--- config.mk ---
export PLATFORM = sky130hd
export DESIGN_NAME = quad_port_memory_requester_flat
export DESIGN_NICKNAME = d
export VERILOG_FILES = /design/src/rtl/quad_port_memory_requester_if.sv /design/src/rtl/quad_port_memory_requester.sv /design/src/flat_wrapper.sv
export SDC_FILE = /design/constraint.sdc
export NUM_CORES = 1
export LEC_CHECK = 0
export BUFFER_PORTS_ARGS = -buffer_cell sky130_fd_sc_hd__buf_4
export CORE_ASPECT_RATIO = 1.75
export CORE_MARGIN = 2
export CORE_UTILIZATION = 45
export DETAILED_ROUTE_END_ITERATION = 6
export PLACE_DENSITY = 0.83
export REMOVE_ABC_BUFFERS = 1
export SYNTH_ARGS = -nofsm -noshare
export SYNTH_HDL_FRONTEND = slang
export SYNTH_SLANG_ARGS = --single-unit
--- constraint.sdc ---
create_clock -name clk -period 1.81 [get_ports clk]
set_input_delay 0.0905 -clock clk [delete_from_list [all_inputs] [get_ports clk]]
set_output_delay 0.0905 -clock clk [all_outputs]
set_load 0.005 [all_outputs]
--- src/rtl/quad_port_memory_requester_if.sv ---
// Request, response and memory-port bundle for the two-lane quad-port memory requester.
// slave is the requester's view; master is the client plus memory side.
interface quad_port_memory_requester_if #(
    parameter int DATA_WIDTH = 32,
    parameter int ADDR_WIDTH = 6
);
    logic [1:0]                 req_valid;
    logic [1:0]                 req_ready;
    logic [1:0]                 req_write;
    logic [1:0][ADDR_WIDTH-1:0] req_addr;
    logic [1:0][DATA_WIDTH-1:0] req_data;
    logic [1:0]                 rsp_valid;
    logic [1:0]                 rsp_ready;
    logic [1:0][DATA_WIDTH-1:0] rsp_data;
    logic [1:0][ADDR_WIDTH-1:0] mem_write_addr;
    logic [1:0]                 mem_wren;
    logic [1:0][DATA_WIDTH-1:0] mem_data;
    logic [1:0]                 mem_rden;
    logic [1:0][ADDR_WIDTH-1:0] mem_read_addr;
    logic [1:0][DATA_WIDTH-1:0] mem_data_out;

    modport slave (
        input  req_valid, req_write, req_addr, req_data, rsp_ready, mem_data_out,
        output req_ready, rsp_valid, rsp_data,
        output mem_write_addr, mem_wren, mem_data, mem_rden, mem_read_addr
    );

    modport master (
        output req_valid, req_write, req_addr, req_data, rsp_ready, mem_data_out,
        input  req_ready, rsp_valid, rsp_data,
        input  mem_write_addr, mem_wren, mem_data, mem_rden, mem_read_addr
    );
endinterface

--- src/rtl/quad_port_memory_requester.sv ---
// Two-lane front end for a 2W/2R memory: request lanes to port strobes, reads back through credit-checked FIFOs.
// Read response READ_LATENCY+1 cycles after accept; reads stall on credit or on a pending same-address write.

// Generic synchronous FIFO; output is the head entry, valid whenever count is non-zero.
module sync_fifo #(
    parameter int WIDTH = 32,
    parameter int DEPTH = 4
) (
    input  logic                       clk,
    input  logic                       rst,
    input  logic                       push,
    input  logic [WIDTH-1:0]           push_dat,
    input  logic                       pop,
    output logic [WIDTH-1:0]           pop_dat,
    output logic [$clog2(DEPTH+1)-1:0] count
);
    localparam int PW = (DEPTH > 1) ? $clog2(DEPTH) : 1;
    localparam int CW = $clog2(DEPTH + 1);

    logic [WIDTH-1:0] store [DEPTH];
    logic [PW-1:0]    wr_ptr;
    logic [PW-1:0]    rd_ptr;
    logic             do_pop;

    assign do_pop  = pop && (count != '0);
    assign pop_dat = store[rd_ptr];

    always_ff @(posedge clk) begin
        if (push) begin
            store[wr_ptr] <= push_dat;
        end
    end

    always_ff @(posedge clk) begin
        if (!rst) begin
            wr_ptr <= '0;
            rd_ptr <= '0;
            count  <= '0;
        end else begin
            if (push) begin
                wr_ptr <= (wr_ptr == PW'(DEPTH - 1)) ? '0 : wr_ptr + PW'(1);
            end
            if (do_pop) begin
                rd_ptr <= (rd_ptr == PW'(DEPTH - 1)) ? '0 : rd_ptr + PW'(1);
            end
            case ({push, do_pop})
                2'b10:   count <= count + CW'(1);
                2'b01:   count <= count - CW'(1);
                default: count <= count;
            endcase
        end
    end

    overflow_chk: assert property (@(posedge clk) disable iff (!rst)
        !(push && !do_pop && count == CW'(DEPTH)));
endmodule

module quad_port_memory_requester #(
    parameter int DATA_WIDTH     = 32,
    parameter int ADDR_WIDTH     = 6,
    parameter int READ_LATENCY_0 = 1,
    parameter int READ_LATENCY_1 = 1,
    parameter int WRITE_DELAY_0  = 0,
    parameter int WRITE_DELAY_1  = 0,
    parameter int RSP_DEPTH      = 4
) (
    input  logic                          clk,
    input  logic                          rst,
    quad_port_memory_requester_if.slave   bus
);
    localparam int CW = $clog2(RSP_DEPTH + 1);

    if (READ_LATENCY_0 < 1 || READ_LATENCY_0 > 2) begin : g_bad_rl0
        $error("READ_LATENCY_0 must be 1 or 2");
    end
    if (READ_LATENCY_1 < 1 || READ_LATENCY_1 > 2) begin : g_bad_rl1
        $error("READ_LATENCY_1 must be 1 or 2");
    end
    if (WRITE_DELAY_0 < 0 || WRITE_DELAY_1 < 0) begin : g_bad_wd
        $error("WRITE_DELAY_0/1 must be >= 0");
    end
    if (RSP_DEPTH < 2) begin : g_bad_depth
        $error("RSP_DEPTH must be >= 2");
    end

    logic [1:0]                 wr_req;
    logic [1:0]                 wr_ready;
    logic [1:0]                 rd_ready;
    logic [1:0]                 ready;
    logic [1:0]                 accept;
    logic [1:0]                 wr_acc;
    logic [1:0]                 rd_acc;
    logic [1:0]                 credit_ok;
    logic [1:0][1:0]            sb_hit;     // [writing lane][reading lane]
    logic                       addr_eq;
    logic [1:0][CW-1:0]         fifo_cnt;
    logic [1:0][DATA_WIDTH-1:0] fifo_dat;
    logic [1:0]                 rsp_vld;

    assign wr_req  = bus.req_valid & bus.req_write;
    assign addr_eq = (bus.req_addr[0] == bus.req_addr[1]);

    // A lane-1 write competing with a lane-0 read is always accepted (lane 0 is not writing),
    // so the raw lane-1 write request stands in for its accept and avoids a combinational loop.
    always_comb begin
        wr_ready[0] = 1'b1;
        wr_ready[1] = !(wr_req[0] && addr_eq);
        rd_ready[0] = credit_ok[0] && !sb_hit[0][0] && !sb_hit[1][0] && !(wr_req[1] && addr_eq);
        rd_ready[1] = credit_ok[1] && !sb_hit[0][1] && !sb_hit[1][1] && !(wr_req[0] && addr_eq);
        for (int p = 0; p < 2; p++) begin
            ready[p] = rst && (bus.req_write[p] ? wr_ready[p] : rd_ready[p]);
        end
    end

    assign accept = bus.req_valid & ready;
    assign wr_acc = accept & bus.req_write;
    assign rd_acc = accept & ~bus.req_write;

    assign bus.req_ready      = ready;
    assign bus.mem_wren       = wr_acc;
    assign bus.mem_rden       = rd_acc;
    assign bus.mem_write_addr = bus.req_addr;
    assign bus.mem_read_addr  = bus.req_addr;
    assign bus.mem_data       = bus.req_data;
    assign bus.rsp_data       = fifo_dat;
    assign bus.rsp_valid      = rsp_vld;

    always_comb begin
        for (int p = 0; p < 2; p++) begin
            rsp_vld[p] = rst && (fifo_cnt[p] != '0);
        end
    end

    for (genvar p = 0; p < 2; p++) begin : g_lane
        localparam int RL = (p == 0) ? READ_LATENCY_0 : READ_LATENCY_1;
        localparam int WD = (p == 0) ? WRITE_DELAY_0 : WRITE_DELAY_1;

        logic [RL-1:0] rd_pipe;
        logic [1:0]    inflight;

        always_ff @(posedge clk) begin
            if (!rst) begin
                rd_pipe <= '0;
            end else begin
                rd_pipe <= (rd_pipe << 1) | RL'(rd_acc[p]);
            end
        end

        assign inflight     = 2'($countones(rd_pipe));
        assign credit_ok[p] = (int'(fifo_cnt[p]) + int'(inflight)) < RSP_DEPTH;

        sync_fifo #(
            .WIDTH (DATA_WIDTH),
            .DEPTH (RSP_DEPTH)
        ) u_rsp_fifo (
            .clk      (clk),
            .rst      (rst),
            .push     (rd_pipe[RL-1]),
            .push_dat (bus.mem_data_out[p]),
            .pop      (rsp_vld[p] && bus.rsp_ready[p]),
            .pop_dat  (fifo_dat[p]),
            .count    (fifo_cnt[p])
        );

        // Ages 1..WD of each accepted write; age 0 is the live request itself.
        if (WD > 0) begin : g_sb
            logic [WD:1]           sb_vld;
            logic [ADDR_WIDTH-1:0] sb_addr [WD:1];
            logic [1:0]            hit;

            always_ff @(posedge clk) begin
                if (!rst) begin
                    sb_vld <= '0;
                end else begin
                    sb_vld[1] <= wr_acc[p];
                    for (int k = 2; k <= WD; k++) begin
                        sb_vld[k] <= sb_vld[k-1];
                    end
                end
            end

            always_ff @(posedge clk) begin
                sb_addr[1] <= bus.req_addr[p];
                for (int k = 2; k <= WD; k++) begin
                    sb_addr[k] <= sb_addr[k-1];
                end
            end

            always_comb begin
                hit = '0;
                for (int r = 0; r < 2; r++) begin
                    for (int k = 1; k <= WD; k++) begin
                        if (sb_vld[k] && sb_addr[k] == bus.req_addr[r]) begin
                            hit[r] = 1'b1;
                        end
                    end
                end
            end

            assign sb_hit[p] = hit;
        end else begin : g_no_sb
            assign sb_hit[p] = '0;
        end
    end
endmodule
--- src/flat_wrapper.sv ---
// flat-port wrapper written by rule: the top's interface ports become plain ports
module quad_port_memory_requester_flat 
#(
    parameter int DATA_WIDTH     = 32,
    parameter int ADDR_WIDTH     = 6,
    parameter int READ_LATENCY_0 = 1,
    parameter int READ_LATENCY_1 = 1,
    parameter int WRITE_DELAY_0  = 0,
    parameter int WRITE_DELAY_1  = 0,
    parameter int RSP_DEPTH      = 4
)
  (clk, rst, bus_req_valid, bus_req_write, bus_req_addr, bus_req_data, bus_rsp_ready, bus_mem_data_out, bus_req_ready, bus_rsp_valid, bus_rsp_data, bus_mem_write_addr, bus_mem_wren, bus_mem_data, bus_mem_rden, bus_mem_read_addr);
  quad_port_memory_requester_if #(.DATA_WIDTH(DATA_WIDTH), .ADDR_WIDTH(ADDR_WIDTH)) bus_i ();
  input  logic clk;
  input  logic rst;
  input wire logic [$bits(bus_i.req_valid)-1:0] bus_req_valid;
  input wire logic [$bits(bus_i.req_write)-1:0] bus_req_write;
  input wire logic [$bits(bus_i.req_addr)-1:0] bus_req_addr;
  input wire logic [$bits(bus_i.req_data)-1:0] bus_req_data;
  input wire logic [$bits(bus_i.rsp_ready)-1:0] bus_rsp_ready;
  input wire logic [$bits(bus_i.mem_data_out)-1:0] bus_mem_data_out;
  output wire logic [$bits(bus_i.req_ready)-1:0] bus_req_ready;
  output wire logic [$bits(bus_i.rsp_valid)-1:0] bus_rsp_valid;
  output wire logic [$bits(bus_i.rsp_data)-1:0] bus_rsp_data;
  output wire logic [$bits(bus_i.mem_write_addr)-1:0] bus_mem_write_addr;
  output wire logic [$bits(bus_i.mem_wren)-1:0] bus_mem_wren;
  output wire logic [$bits(bus_i.mem_data)-1:0] bus_mem_data;
  output wire logic [$bits(bus_i.mem_rden)-1:0] bus_mem_rden;
  output wire logic [$bits(bus_i.mem_read_addr)-1:0] bus_mem_read_addr;
  assign bus_i.req_valid = bus_req_valid;
  assign bus_i.req_write = bus_req_write;
  assign bus_i.req_addr = bus_req_addr;
  assign bus_i.req_data = bus_req_data;
  assign bus_i.rsp_ready = bus_rsp_ready;
  assign bus_i.mem_data_out = bus_mem_data_out;
  assign bus_req_ready = bus_i.req_ready;
  assign bus_rsp_valid = bus_i.rsp_valid;
  assign bus_rsp_data = bus_i.rsp_data;
  assign bus_mem_write_addr = bus_i.mem_write_addr;
  assign bus_mem_wren = bus_i.mem_wren;
  assign bus_mem_data = bus_i.mem_data;
  assign bus_mem_rden = bus_i.mem_rden;
  assign bus_mem_read_addr = bus_i.mem_read_addr;
  quad_port_memory_requester #(.DATA_WIDTH(DATA_WIDTH), .ADDR_WIDTH(ADDR_WIDTH), .READ_LATENCY_0(READ_LATENCY_0), .READ_LATENCY_1(READ_LATENCY_1), .WRITE_DELAY_0(WRITE_DELAY_0), .WRITE_DELAY_1(WRITE_DELAY_1), .RSP_DEPTH(RSP_DEPTH)) u_core (.clk(clk), .rst(rst), .bus(bus_i));
endmodule
# After elaboration in Yosys (flattened, before gate mapping)

Memory sizes are Yosys's and may differ from the RTL's. A register that Yosys moved wholly into a read port is not among the register bits.
Cells that the tools add are included.

Flip-flop bits (word level): 16
Word-level logic and storage cells: 70
Output and inout port bits: 160
Memory bits (writable): 256
Memories kept: 2
Input bits: 148

Memories:

| name                              | words | bits a word | read ports | clocked after memory_dff | wr ports | RTL line                         | source |
|---|---|---|---|---|---|---|---|
| u_core.g_lane[0].u_rsp_fifo.store | 4     | 32          | 1          | 1                        | 1        | quad_port_memory_requester.sv:20 | `logic [WIDTH-1:0] store [DEPTH];` |
| u_core.g_lane[1].u_rsp_fifo.store | 4     | 32          | 1          | 1                        | 1        | quad_port_memory_requester.sv:20 |  |

Reductions and logical operators: 18
Magnitude comparators: 2
Multiplexer cells: 16
Bitwise operators: 5
Equal/unequal tests: 9
Add/subtract/negate cells: 10

Operators by type and width:

| kind                                                                           | number |
|---|---|
| 32-bit by 4-bit less-than comparator with 1-bit output (second input constant) | 1 |
| 2-bit two-way mux                                                              | 8 |
| 2-bit == test (second input constant)                                          | 6 |
| 1-bit logical AND                                                              | 12 |
| 3-bit case mux with 2 select lines                                             | 2 |
| 2-bit by 1-bit adder with 2-bit output (second input constant)                 | 4 |
| 3-bit by 1-bit adder with 4-bit output                                         | 2 |
| 2-bit AND                                                                      | 4 |
| 3-bit by 1-bit adder with 3-bit output (second input constant)                 | 2 |
| 6-bit == test                                                                  | 1 |
| 1-bit two-way mux                                                              | 6 |
| 3-bit nonzero test                                                             | 2 |
| 3-bit by 1-bit subtractor with 3-bit output (second input constant)            | 2 |
| 2-bit by 1-bit == test with 1-bit output (second input constant)               | 2 |
| 4-bit by 3-bit less-than comparator with 1-bit output (second input constant)  | 1 |
| 2-bit nonzero test                                                             | 2 |
| 1-bit logical NOT                                                              | 2 |
| 2-bit inverter                                                                 | 1 |

# Logic depth before layout (Yosys ltp)

Word-level depth: 8
Gate-level depth with buffers: 8
Gate-level depth less buffers: 7

# Hierarchy

Synthesis repeated with hierarchy kept, for this count alone.

Cell total of the unflattened synthesis: 557
Area, all modules: 11159.5 um2

By module, submodules not included:

| module                     | sequential area each (um2) | area each (um2) | cells each | instances |
|---|---|---|---|---|
| sync_fifo                  | 4023.9                     | 5117.4          | 217        | 2 |
| quad_port_memory_requester | 40.0                       | 924.6           | 123        | 1 |

# Worst setup path before layout

No wires, ideal clock.

Kind: register -> register
From: register u_core.g_lane[1].u_rsp_fifo.count[0]
To: register u_core.g_lane[1].u_rsp_fifo.count[2]
Buffers on the path: 0
Library setup time: 0.070 ns
Cell stages (with the launch flop): 8
Arrival time: 1.776 ns
Data required time: 1.740 ns
Slack: -0.036 ns
Clock period less this slack: 1.846 ns
Cells stage by stage: dfxtp_1 > o311a_1 > ha_1 > inv_1 > fa_1 > xor2_1 > or3_1 > a21oi_1

Longest elaborated chain between the ends: 6
Elaborated cells on any way between the ends: 10
Classes of those cells: add/sub: 2; eq/ne: 2; mux: 1; reduce/logical: 5

Ends and longest elaborated chain:

| what                                                                      | RTL line                                                            | source |
|---|---|---|
| from (decl)                                                               | quad_port_memory_requester.sv:15                                    | `output logic [$clog2(DEPTH+1)-1:0] count` |
| from (signal assigned)                                                    | quad_port_memory_requester.sv:47                                    | `2'b10: count <= count + CW'(1);` |
| from (signal assigned)                                                    | quad_port_memory_requester.sv:48                                    | `2'b01: count <= count - CW'(1);` |
| from (signal assigned)                                                    | quad_port_memory_requester.sv:49                                    | `default: count <= count;` |
| 3-bit nonzero test                                                        | quad_port_memory_requester.sv:25, quad_port_memory_requester.sv:130 |  |
| 1-bit logical AND                                                         | quad_port_memory_requester.sv:130                                   | `rsp_vld[p] = rst && (fifo_cnt[p] != '0);` |
| 1-bit logical AND                                                         | quad_port_memory_requester.sv:160                                   | `.pop (rsp_vld[p] && bus.rsp_ready[p]),` |
| 1-bit logical AND                                                         | quad_port_memory_requester.sv:25                                    | `assign do_pop = pop && (count != '0);` |
| 2-bit by 1-bit == test with 1-bit output or 2-bit == test (tied branches) | quad_port_memory_requester.sv:46                                    | `case ({push, do_pop})` |
| 3-bit case mux with 2 select lines or 2-bit nonzero test (tied branches)  | --                                                                  |  |

Several ways; a longest one is shown, not always the timed one.
A chain may end at the register's enable or synchronous reset.

==> impl_metrics.ini <==
[run_status]
outcome = finished with violations
failed_checks = setup timing

[grt]
grt_pass1_wl_microns = 38430
pin_count_of_the_biggest_net_entering_global_routing = 33
via_count_of_the_first_global_routing_pass = 6119
antenna_found_initial = 0
grt_usage_pct = 20.43
globalRoute.totalOverflow = 0

[timing]
timing.fmax_mhz = 513.7
finalMaxSlewViolations = 0
fin_skew_ps = 12.94
grt_setup_unrepaired = true
final-hold-violation-count = 0
timing.final.setup_violations = 63
worst_slew_margin_rel_pct = 38.64
finalSetupTns_ps = -5532
tightest_slew_ps = 920.5
period_needed_ps = 1947
setup_slack_ps = -136.7
timing.final.crit_share_pct = 107.6

[floorplanning]
design.portCount = 308
core-area_sq_mm = 0.02444
die_w_microns = 122.8
start_util_pct = 45.48
overall_die_height_microns = 211.9
die_area_sq_mm = 0.02602
number_of_cell_rows = 76

[synthesis]
mappedNetlistArea_sq_mm = 0.01111
synth_largest_area_cell = edfxtp_1
synth_top_family_by_area = multiplexers
postSynthRegisterBits = 276
fraction_of_the_mapped_netlist_area_in_adder_cells_pct = 1.711
synth.yosys.seq_area_share_pct = 72.77
syn-mean-instance-area_sq_um = 20.10
synth.top_cells.by_area = edfxtp_1 (69%), mux4_2 (12%), buf_4 (5.9%)
synthSimpleGateAreaFrac_pct = 2.083
synth.area.mux_share_pct = 13.28
netlist_instances = 553
yosysWarnings = 0
synth_top_cell_area_share_pct = 69.17
synth_compound_area_share_pct = 1.340
synth.distinct_cells = 27
post_synthesis_xor_xnor_area_fraction_pct = 0.7880

[worst_hold_path]
hold_class = in2reg
hold-path-endpoint = u_core.g_lane[1].rd_pipe$_SDFF_PN0_
hp-start = bus_req_valid[0]
min_path_cells = 4

[pwr]
switching_power_mw = 2.753
part_of_the_power_in_the_clock_network_pct = 36.0
cell_internal_pwr_mw = 10.52
static-leakage-power_nw = 4.930
ir_drop_uv = 1005
seq_power_share_pct = 53.5
power-per-cell-area_mw_per_mm2 = 931.3
p_sw_share_pct = 20.74
comb_power_share_pct = 10.5

[final_layout]
layoutNonFillerInstCount = 1088
post_route_cells_drive_above_1_share_pct = 43.30
finalCoreUtilization_pct = 58.32
num-nets-final = 921
num_antenna_cells = 0
flow.area_growth_from_synthesis_pct = 28.23

[cts]
cts_root_buffer = clkbuf_16
tritoncts = yes
htree_levels = 1
cts.reportedPaths.clkPinSlew_ps = 70
clk-insertion-delay-late_ps = 530
cts_bufs_inserted = 24
clockBufferDepth = 3
clock_tree_sinks = 276

[worst_setup_path]
worst-endpoint-arrival_ps = 1860
crit_slowest_cell = mux4_2
worst-setup-path-type = reg2out
buf_inv_stages_crit_path = 2
highest_cell_delay_on_the_worst_timing_path_ps = 550
reg2reg_setup_slack_ps = 50
worst_setup_path_start_kind = register
path_cells = buf_12 > mux4_2 > buf_6
rr_worst_depth = 7
r2r_start = u_core.g_lane[1].u_rsp_fifo.count[0]$_SDFFE_PN0P_
worst_r2r_endpoint = u_core.g_lane[1].u_rsp_fifo.count[2]$_SDFFE_PN0P_
worstPathMaxFanout = 10
cp.required_ps = 1720
cell_family_with_most_cp_delay = multiplexers
worstSetupEndpointType = output port

[place]
hpwlAfterDp_microns = 16260
place.detailed.instances = 964
place_congestion = 0.7334
numPortBuffers = 179

[routing]
drc_errors = 0
route.vias.total = 5825
vias_per_cell = 5.354
initial_drt_pass_iterations = 4
avgRoutedWirePerCell_microns = 24.26
postRouteAntennaNets = 0
routed_wire_length_microns = 26400
drt-initial-drc-count = 454

[run]
timing.max_cap.violations = 0
[sequential cells by signal (all words and copies together), names as in the netlist, named ones only]
register and cells:
u_core.g_lane.u_rsp_fifo.count 6, u_core.g_lane.u_rsp_fifo.wr_ptr 4, u_core.g_lane.u_rsp_fifo.store 256, u_core.g_lane.u_rsp_fifo.rd_ptr 4, u_core.g_lane.rd_pipe 2
[what timing repair did]
item,4_1_cts,5_1_grt
hold endpoints to repair,258,0
gates cloned,4,0
setup endpoints to repair,67,68
gates resized for setup,79,15
pin swaps,3,3
hold buffers,68,0
buffers inserted,8,1
[through the flow]
| stage | hold WS, ps | power, mW | cell area, sq um | worst slack [ps] |
|---|---|---|---|---|
| after CTS | 47.38 | 13.32 | 14180 | -194.3 |
| after floorplan | 181.0 | 7.645 | 10270 | -417.1 |
| final | 70.86 | 13.27 | 14250 | -136.7 |
| after detailed placement | 181.0 | 8.276 | 12310 | -25.59 |
| after global routing | 72.56 | 13.72 | 14250 | -207.0 |
| after global placement | 181.0 | 8.248 | 12310 | 31.36 |
[cell type report]
type | count | area (sq um)
clock inverter | 12 | 101.3
tap | 312 | 390.4
fill | 1696 | 10190
inverter | 13 | 48.80
timing repair buffer | 284 | 2793
multi-input combinational | 160 | 2188
sequential | 276 | 8104
clock buffer | 31 | 626.9
[worst reg2reg max path, stage by stage (launching register included)]
cell and delay, ps:
dfxtp_2 330, o311a_1 200, ha_2 190, inv_1 50, fa_2 330, xor2_1 150, or3_1 320, a21oi_1 120
[logic make-up after synthesis]
| family | Yosys count |
|---|---|
| simple gates | 45 |
| fa+ha+maj | 14 |
| compound gates | 25 |
| xor+xnor | 10 |
| buf+inv | 117 |
| mux | 66 |
| flops | 276 |
[Yosys cell counts]
cell,number
buf_6,2
nor3_1,3
nand2_1,11
and2_1,8
nor2_1,16
edfxtp_1,256
fa_1,2
o21ai_0,8
mux2i_1,2
xor2_1,10
buf_4,88
nor4_4,1
a21oi_1,9
o311a_1,2
a41oi_1,2
mux4_1,4
or3_1,3
a31oi_1,3
dfxtp_1,20
mux4_2,60
a211oi_1,1
nand4b_1,2
buf_12,6
ha_1,12
inv_1,13
buf_2,8
nor3b_1,1
[how the worst max path moves through the flow]
stage	depth (start not counted)	slack, ps	start	to
after floorplan	1	-420	register	bus_rsp_data[0]
after global placement	7	30	u_core.g_lane[0].u_rsp_fifo.count[2]$_SDFFE_PN0P_	u_core.g_lane[0].u_rsp_fifo.count[2]$_SDFFE_PN0P_
after detailed placement	7	-30	u_core.g_lane[0].u_rsp_fifo.count[0]$_SDFFE_PN0P_	u_core.g_lane[0].u_rsp_fifo.count[2]$_SDFFE_PN0P_
after CTS	3	-190	register	bus_rsp_data[32]
final	3	-140	register	bus_rsp_data[43]
after global routing	3	-210	register	bus_rsp_data[43]
[per-layer routing]
| layer | global-route usage [%] | share of wire, % | wire length (microns) | up-vias |
|---|---|---|---|---|
| met5 | 6.653 | 0.83 | 218 | - |
| met4 | 4.400 | 1.7 | 437 | 6 |
| met3 | 10.05 | 12 | 3123 | 39 |
| met2 | 32.18 | 48 | 12780 | 330 |
| met1 | 24.93 | 37 | 9837 | 2965 |
| li1 | - | - | - | 2485 |
[cells in the final DEF, fill, tap and decap left out, types with 2 or more instances in the layout]
cell | Yosys | layout
buf_4 | 88 | 133
ha_1 | 12 | 10
buf_12 | 6 | 13
a21oi_1 | 9 | 8
buf_16 | 0 | 4
xor2_1 | 10 | 10
dlygate4sd3_1 | 0 | 68
clkbuf_16 | 0 | 24
buf_6 | 2 | 66
edfxtp_1 | 256 | 256
and2_2 | 0 | 4
o21ai_0 | 8 | 8
inv_6 | 0 | 2
and2_1 | 8 | 4
mux4_2 | 60 | 64
or3_1 | 3 | 3
fa_2 | 0 | 2
dfxtp_1 | 20 | 11
nand4b_1 | 2 | 2
nand2_1 | 11 | 11
clkinv_1 | 0 | 4
inv_1 | 13 | 12
mux2i_1 | 2 | 2
dfxtp_2 | 0 | 7
clkbuf_1 | 0 | 7
dfxtp_4 | 0 | 2
clkinv_2 | 0 | 2
nor2_1 | 16 | 16
nor3_1 | 3 | 3
[power by group through the flow]
stage	sequential, mW	combinational [mW]	clock, mW
detailed placement	7.23	1.05	0
CTS	7.09	1.39	4.84
global route	7.10	1.50	5.12
finish	7.10	1.40	4.78
floorplan	7.28	0.361	0
global placement	7.22	1.03	0
No activity file was read; power rests on OpenSTA's default activity.
